`config.mk`:
```
export PLATFORM = sky130hd
export DESIGN_NAME = seq_mult_32
export DESIGN_NICKNAME = d
export VERILOG_FILES = /design/src/rtl/seq_mult_32_pkg.sv /design/src/rtl/seq_mult_32_addsub.sv /design/src/rtl/seq_mult_32.sv
export SDC_FILE = /design/constraint.sdc
export NUM_CORES = 1
export LEC_CHECK = 0
export CORE_ASPECT_RATIO = 0.75
export CORE_MARGIN = 3
export CORE_UTILIZATION = 55
export CTS_BUF_LIST = sky130_fd_sc_hd__clkbuf_2
export DETAILED_ROUTE_END_ITERATION = 7
export GPL_ROUTABILITY_DRIVEN = 0
export PLACE_DENSITY = 0.91
export SKIP_CTS_REPAIR_TIMING = 1
export SYNTH_ARGS = -nofsm -noshare
export SYNTH_HDL_FRONTEND = slang
export SYNTH_SLANG_ARGS = --single-unit
```
`constraint.sdc`:
```
create_clock -name CLK -period 15.5 [get_ports CLK]
set_input_delay 3.1 -clock CLK [delete_from_list [all_inputs] [get_ports CLK]]
set_output_delay 3.1 -clock CLK [all_outputs]
set_load 0.01 [all_outputs]
```
`src/rtl/seq_mult_32_pkg.sv`:
```
// Shared definitions for the sequential 32x32 multiplier: widths,
// counter limit and FSM state encodings.
package seq_mult_32_pkg;

  localparam int DATA_W = 32;
  localparam int PROD_W = 2 * DATA_W;
  localparam int CNT_W  = $clog2(DATA_W);

  // Counter value of the final shift-add step
  localparam logic [CNT_W-1:0] CNT_LAST = CNT_W'(DATA_W - 1);

  // FSM encodings
  localparam logic [1:0] ST_IDLE    = 2'd0;
  localparam logic [1:0] ST_COMPUTE = 2'd1;
  localparam logic [1:0] ST_DONE    = 2'd2;

  typedef enum logic [1:0] {
    S_IDLE    = ST_IDLE,
    S_COMPUTE = ST_COMPUTE,
    S_DONE    = ST_DONE
  } state_t;

endpackage

```
`src/rtl/seq_mult_32_addsub.sv`:
```
// 32-bit ripple-carry add/subtract: sum = x + (sna ? ~y + 1 : y).
// cout is the raw carry out of the top bit.
module seq_mult_32_addsub
  import seq_mult_32_pkg::*;
(
  input  logic [DATA_W-1:0] x,
  input  logic [DATA_W-1:0] y,
  input  logic              sna,
  output logic [DATA_W-1:0] sum,
  output logic              cout
);

  logic [DATA_W:0]   c;
  logic [DATA_W-1:0] yi;

  // Subtract is add of the inverted operand with carry-in 1
  assign yi   = y ^ {DATA_W{sna}};
  assign c[0] = sna;

  for (genvar i = 0; i < DATA_W; i++) begin : g_fa
    assign sum[i]   = x[i] ^ yi[i] ^ c[i];
    assign c[i+1]   = (x[i] & yi[i]) | (c[i] & (x[i] ^ yi[i]));
  end

  assign cout = c[DATA_W];

endmodule

```
`src/rtl/seq_mult_32.sv`:
```
// Sequential shift-add 32x32 -> 64 multiplier, one step per cycle.
// Optional signed operands with macro SEQ_MULT_SIGNED_EN (adds SIGNED port).
// Timing: START accepted on edge E -> 32 COMPUTE cycles -> DONE state ->
// DONE/HI/LO registered on edge E+33.
module seq_mult_32
  import seq_mult_32_pkg::*;
(
  input  logic              CLK,
  input  logic              RST,
  input  logic              START,
  input  logic [DATA_W-1:0] A,
  input  logic [DATA_W-1:0] B,
`ifdef SEQ_MULT_SIGNED_EN
  input  logic              SIGNED,
`endif
  output logic              BUSY,
  output logic              DONE,
  output logic [DATA_W-1:0] HI,
  output logic [DATA_W-1:0] LO
);

  state_t              state, state_nxt;
  logic [PROD_W-1:0]   acc;
  logic [DATA_W-1:0]   a_q, b_q;
  logic [CNT_W-1:0]    cnt;
  logic                sgn_q;

  logic                accept, last, add_en, sna, top;
  logic [DATA_W-1:0]   sum, hi_nxt;
  logic                cout;

  // FSM state register
  always_ff @(posedge CLK) begin
    if (RST) state <= S_IDLE;
    else     state <= state_nxt;
  end

  // Next state and step control
  always_comb begin
    state_nxt = state;
    accept    = 1'b0;
    last      = (cnt == CNT_LAST);
    case (state)
      S_IDLE: begin
        accept = START;
        if (START) state_nxt = S_COMPUTE;
      end
      S_COMPUTE: begin
        if (last) state_nxt = S_DONE;
      end
      S_DONE: begin
        accept    = START;
        state_nxt = START ? S_COMPUTE : S_IDLE;
      end
      default: state_nxt = S_IDLE;
    endcase
  end

  assign BUSY = (state == S_COMPUTE);

  // Shift-add datapath: top step of a signed multiply subtracts
  assign add_en = b_q[cnt];
  assign sna    = sgn_q & last;

  seq_mult_32_addsub u_addsub (
    .x    (acc[PROD_W-1:DATA_W]),
    .y    (a_q),
    .sna  (sna),
    .sum  (sum),
    .cout (cout)
  );

  // Bit shifted into acc[63]: carry (unsigned), 33-bit sign (signed add),
  // or plain zero/sign extension when no add occurs
  always_comb begin
    hi_nxt = acc[PROD_W-1:DATA_W];
    top    = sgn_q & acc[PROD_W-1];
    if (add_en) begin
      hi_nxt = sum;
      top    = sgn_q ? (acc[PROD_W-1] ^ a_q[DATA_W-1] ^ sna ^ cout) : cout;
    end
  end

`ifdef SEQ_MULT_SIGNED_EN
  logic sgn_in;
  assign sgn_in = SIGNED;
`else
  logic sgn_in;
  assign sgn_in = 1'b0;
`endif

  // Operand capture, accumulator/counter stepping, output registers
  always_ff @(posedge CLK) begin
    if (RST) begin
      acc   <= '0;
      a_q   <= '0;
      b_q   <= '0;
      cnt   <= '0;
      sgn_q <= 1'b0;
      DONE  <= 1'b0;
      HI    <= '0;
      LO    <= '0;
    end else begin
      if (accept) begin
        a_q   <= A;
        b_q   <= B;
        sgn_q <= sgn_in;
        acc   <= '0;
        cnt   <= '0;
      end else if (state == S_COMPUTE) begin
        acc <= {top, hi_nxt, acc[DATA_W-1:1]};
        if (!last) cnt <= cnt + {{(CNT_W-1){1'b0}}, 1'b1};
      end
      DONE <= (state == S_DONE);
      if (state == S_DONE) begin
        HI <= acc[PROD_W-1:DATA_W];
        LO <= acc[DATA_W-1:0];
      end
    end
  end

endmodule

```
==> results.ini <==
[status]
status=finished, final reports clean

[sta]
period_minus_slack_ps=13150
slew_headroom_pct=20.3
hold_viol=0
skew_ps=54.0
setup_ws_ps=2350
worst_pin_slew_ps=1190
setup_violations=0
setup_tns_ps=0
max_freq_ghz=0.0760
period_share_pct=84.8
rsz0062_at_grt=false
slew_violations=0

[cts]
cts_tree=yes
clock_sinks=200
cts_buffers=17
clk-insertion-delay-late_ps=740
clk_path_buf_depth=2
h-tree-depth=4
cts_root_buf=clkbuf_2
cts.reportedPaths.clkPinSlew_ps=280

[grt]
met3_usage_pct=5.35
grtUsageMet2_pct=35.8
grt_max_degree=97
grt.busiest_layer=met2
grt_pass1_vias=6260
grt_overflow_total=0
antenna_found_initial=0
gr-usage-met1_pct=30.5
grtUsageTotal_pct=22.2
grt_pass1_wl_mm=30.1

[setup_path]
worst-path-max-fanout=4
crit_slowest_cell=fa_1
crit_type=flip-flop to flip-flop
reg2reg_slack_ps=2350
end_kind=flip-flop
cp_slowest_stage_delay_ps=490
crit_start=acc[32]
critPathLaunchType=flip-flop
critical_path.most_common_cell=fa_1
arrival_ps=13820
crit_required_ps=16170
r2r_start=acc[32]

[floorplanning]
rows=37
dieHeight_um=111
start_util_pct=57.6
dieArea_sq_um=16200
core_area_sq_um=14000
dieWidth_um=146
pin_count=133

[detailed_routing]
via_count=6580
routed_via_density=5.31
remaining_drc_errors=0
wirelength_mm=17.8
drt_iter0_drc=502
wl_per_cell_um=14.4
first_pass_iters=5
ant_nets=0

[layout]
fill_cells=1116
ff_latch_area_sq_um=4000
nNetsFinal=1132
multi_input_area_sq_um=3770
drive_above_1_share_pct=4.98
antenna_cells=0
area_delta_synth_final_pct=19.3

[synthesis]
synth-seq-area-share_pct=49.5
ys_types=35
synthCells=943
syn_nets=1044
avgSynthCellArea_sq_um=8.57
synth_ff_type=dfxtp_1
synth_area_sq_um=8080
yosys_warnings=0
synth_edf_count=0
ys_ff_latch=200
postSynth.asyncResetShare_pct=0

[hold_path]
min_path_type=flip-flop to flip-flop
hold_path_startpoint=acc[30]

[pwr]
leakage_uw=0.00357
p_per_area_nw_per_um2=90.1
vdd_ir_drop_max_uv=63.6

[place]
port_buffers=132
dpl.hpwl_mm=11.8
dp_slack_ps=2470

[run]
cap_violations=0

[critical path: cells and delay by family (launching register included)]
family	cells	cell delay, ps
adder cells (fa/ha/maj)	32	12390
flip-flops	1	400
AO/OA/AOI/OAI	1	160
buffers and inverters	2	130
multiplexers	1	60
[power breakdown]
part	internal, uW	switching, uW
registers	531	13.8
clock network	62.0	176
logic	37.7	48.0
[synthesized netlist by cell type, drive strengths merged (3+ instances only)]
cell type	number	area, sq um
o21ai	34	170
dfxtp	200	4000
nor2b	3	18.8
fa	31	621
nand2	322	1210
nand2b	4	25.0
ha	3	37.5
mux4	5	120
inv	6	22.5
clkbuf	51	191
mux2i	36	360
nand3	5	25.0
a21oi	192	961
buf	21	119
nor2	11	41.3
[area by class of cell]
cell class                      count  share of cell area [%]
Sequential cell                   200                    41.5
Clock buffer                       20                    1.04
Multi-Input combinational cell    665                    39.1
Clock inverter                     12                    1.25
Timing Repair Buffer              141                    14.4
Inverter                            6                   0.233
Tap cell                          195                    2.53
[state kept, by name, summed over array words and instances, names as in the netlist]
name	cells
acc	64
HI	32
LO	32
a_q	32
b_q	32
cnt	5
state	2
DONE	1
[layout by cell type, fill, tap and decap left out, types with 3 or more instances in the layout]
master / instances
nand3_1: 5
inv_1: 5
clkinvlp_4: 3
buf_4: 10
clkdlybuf4s50_1: 131
o21ai_0: 34
a21oi_1: 192
ha_1: 3
mux4_2: 3
nor2_1: 10
fa_1: 31
inv_6: 3
mux2i_1: 36
clkbuf_2: 20
dfxtp_1: 200
nand2_1: 322
[per-layer routing]
metal	part of all wire [%]	up-vias
li1	-	3284
met1	46	3075
met2	47	209
met3	6.2	12
met4	0.80	0
met5	0	-
[path summary, 6_finish.rpt]
path	endpoint	cells past startpoint
worst max-delay path	acc[62]	36
worst max register to register	acc[62]	36
worst min register to register	LO[30]	2
worst min-delay path	LO[30]	2
[per-stage QoR]
step | hold WS [ps] | instances | util [%] | area (sq um) | power (uW)
after floorplan | 432 | 943 | - | 8080 | 607
after detailed placement | 446 | 1207 | 67.2 | 9430 | 640
final | 442 | 1239 | 68.8 | 9650 | 869
after global routing | 467 | 1239 | 68.8 | 9650 | 908
after global placement | 440 | 1207 | 67.2 | 9430 | 636
after CTS | 447 | 1239 | 68.8 | 9650 | 875
[kinds of logic (layout without fill, tap and decap cells)]
| logic type | after synthesis | count (layout) | synth area share [%] |
|---|---|---|---|
| fa+ha+maj | 34 | 34 | 8.14 |
| compound gates | 231 | 231 | 14.5 |
| flops | 200 | 200 | 49.5 |
| mux | 42 | 42 | 6.08 |
| simple gates | 355 | 355 | 17.3 |
| buf+inv | 78 | 179 | 4.12 |
| xor+xnor | 3 | 3 | 0.325 |
No activity file was read; power rests on OpenSTA's default activity.
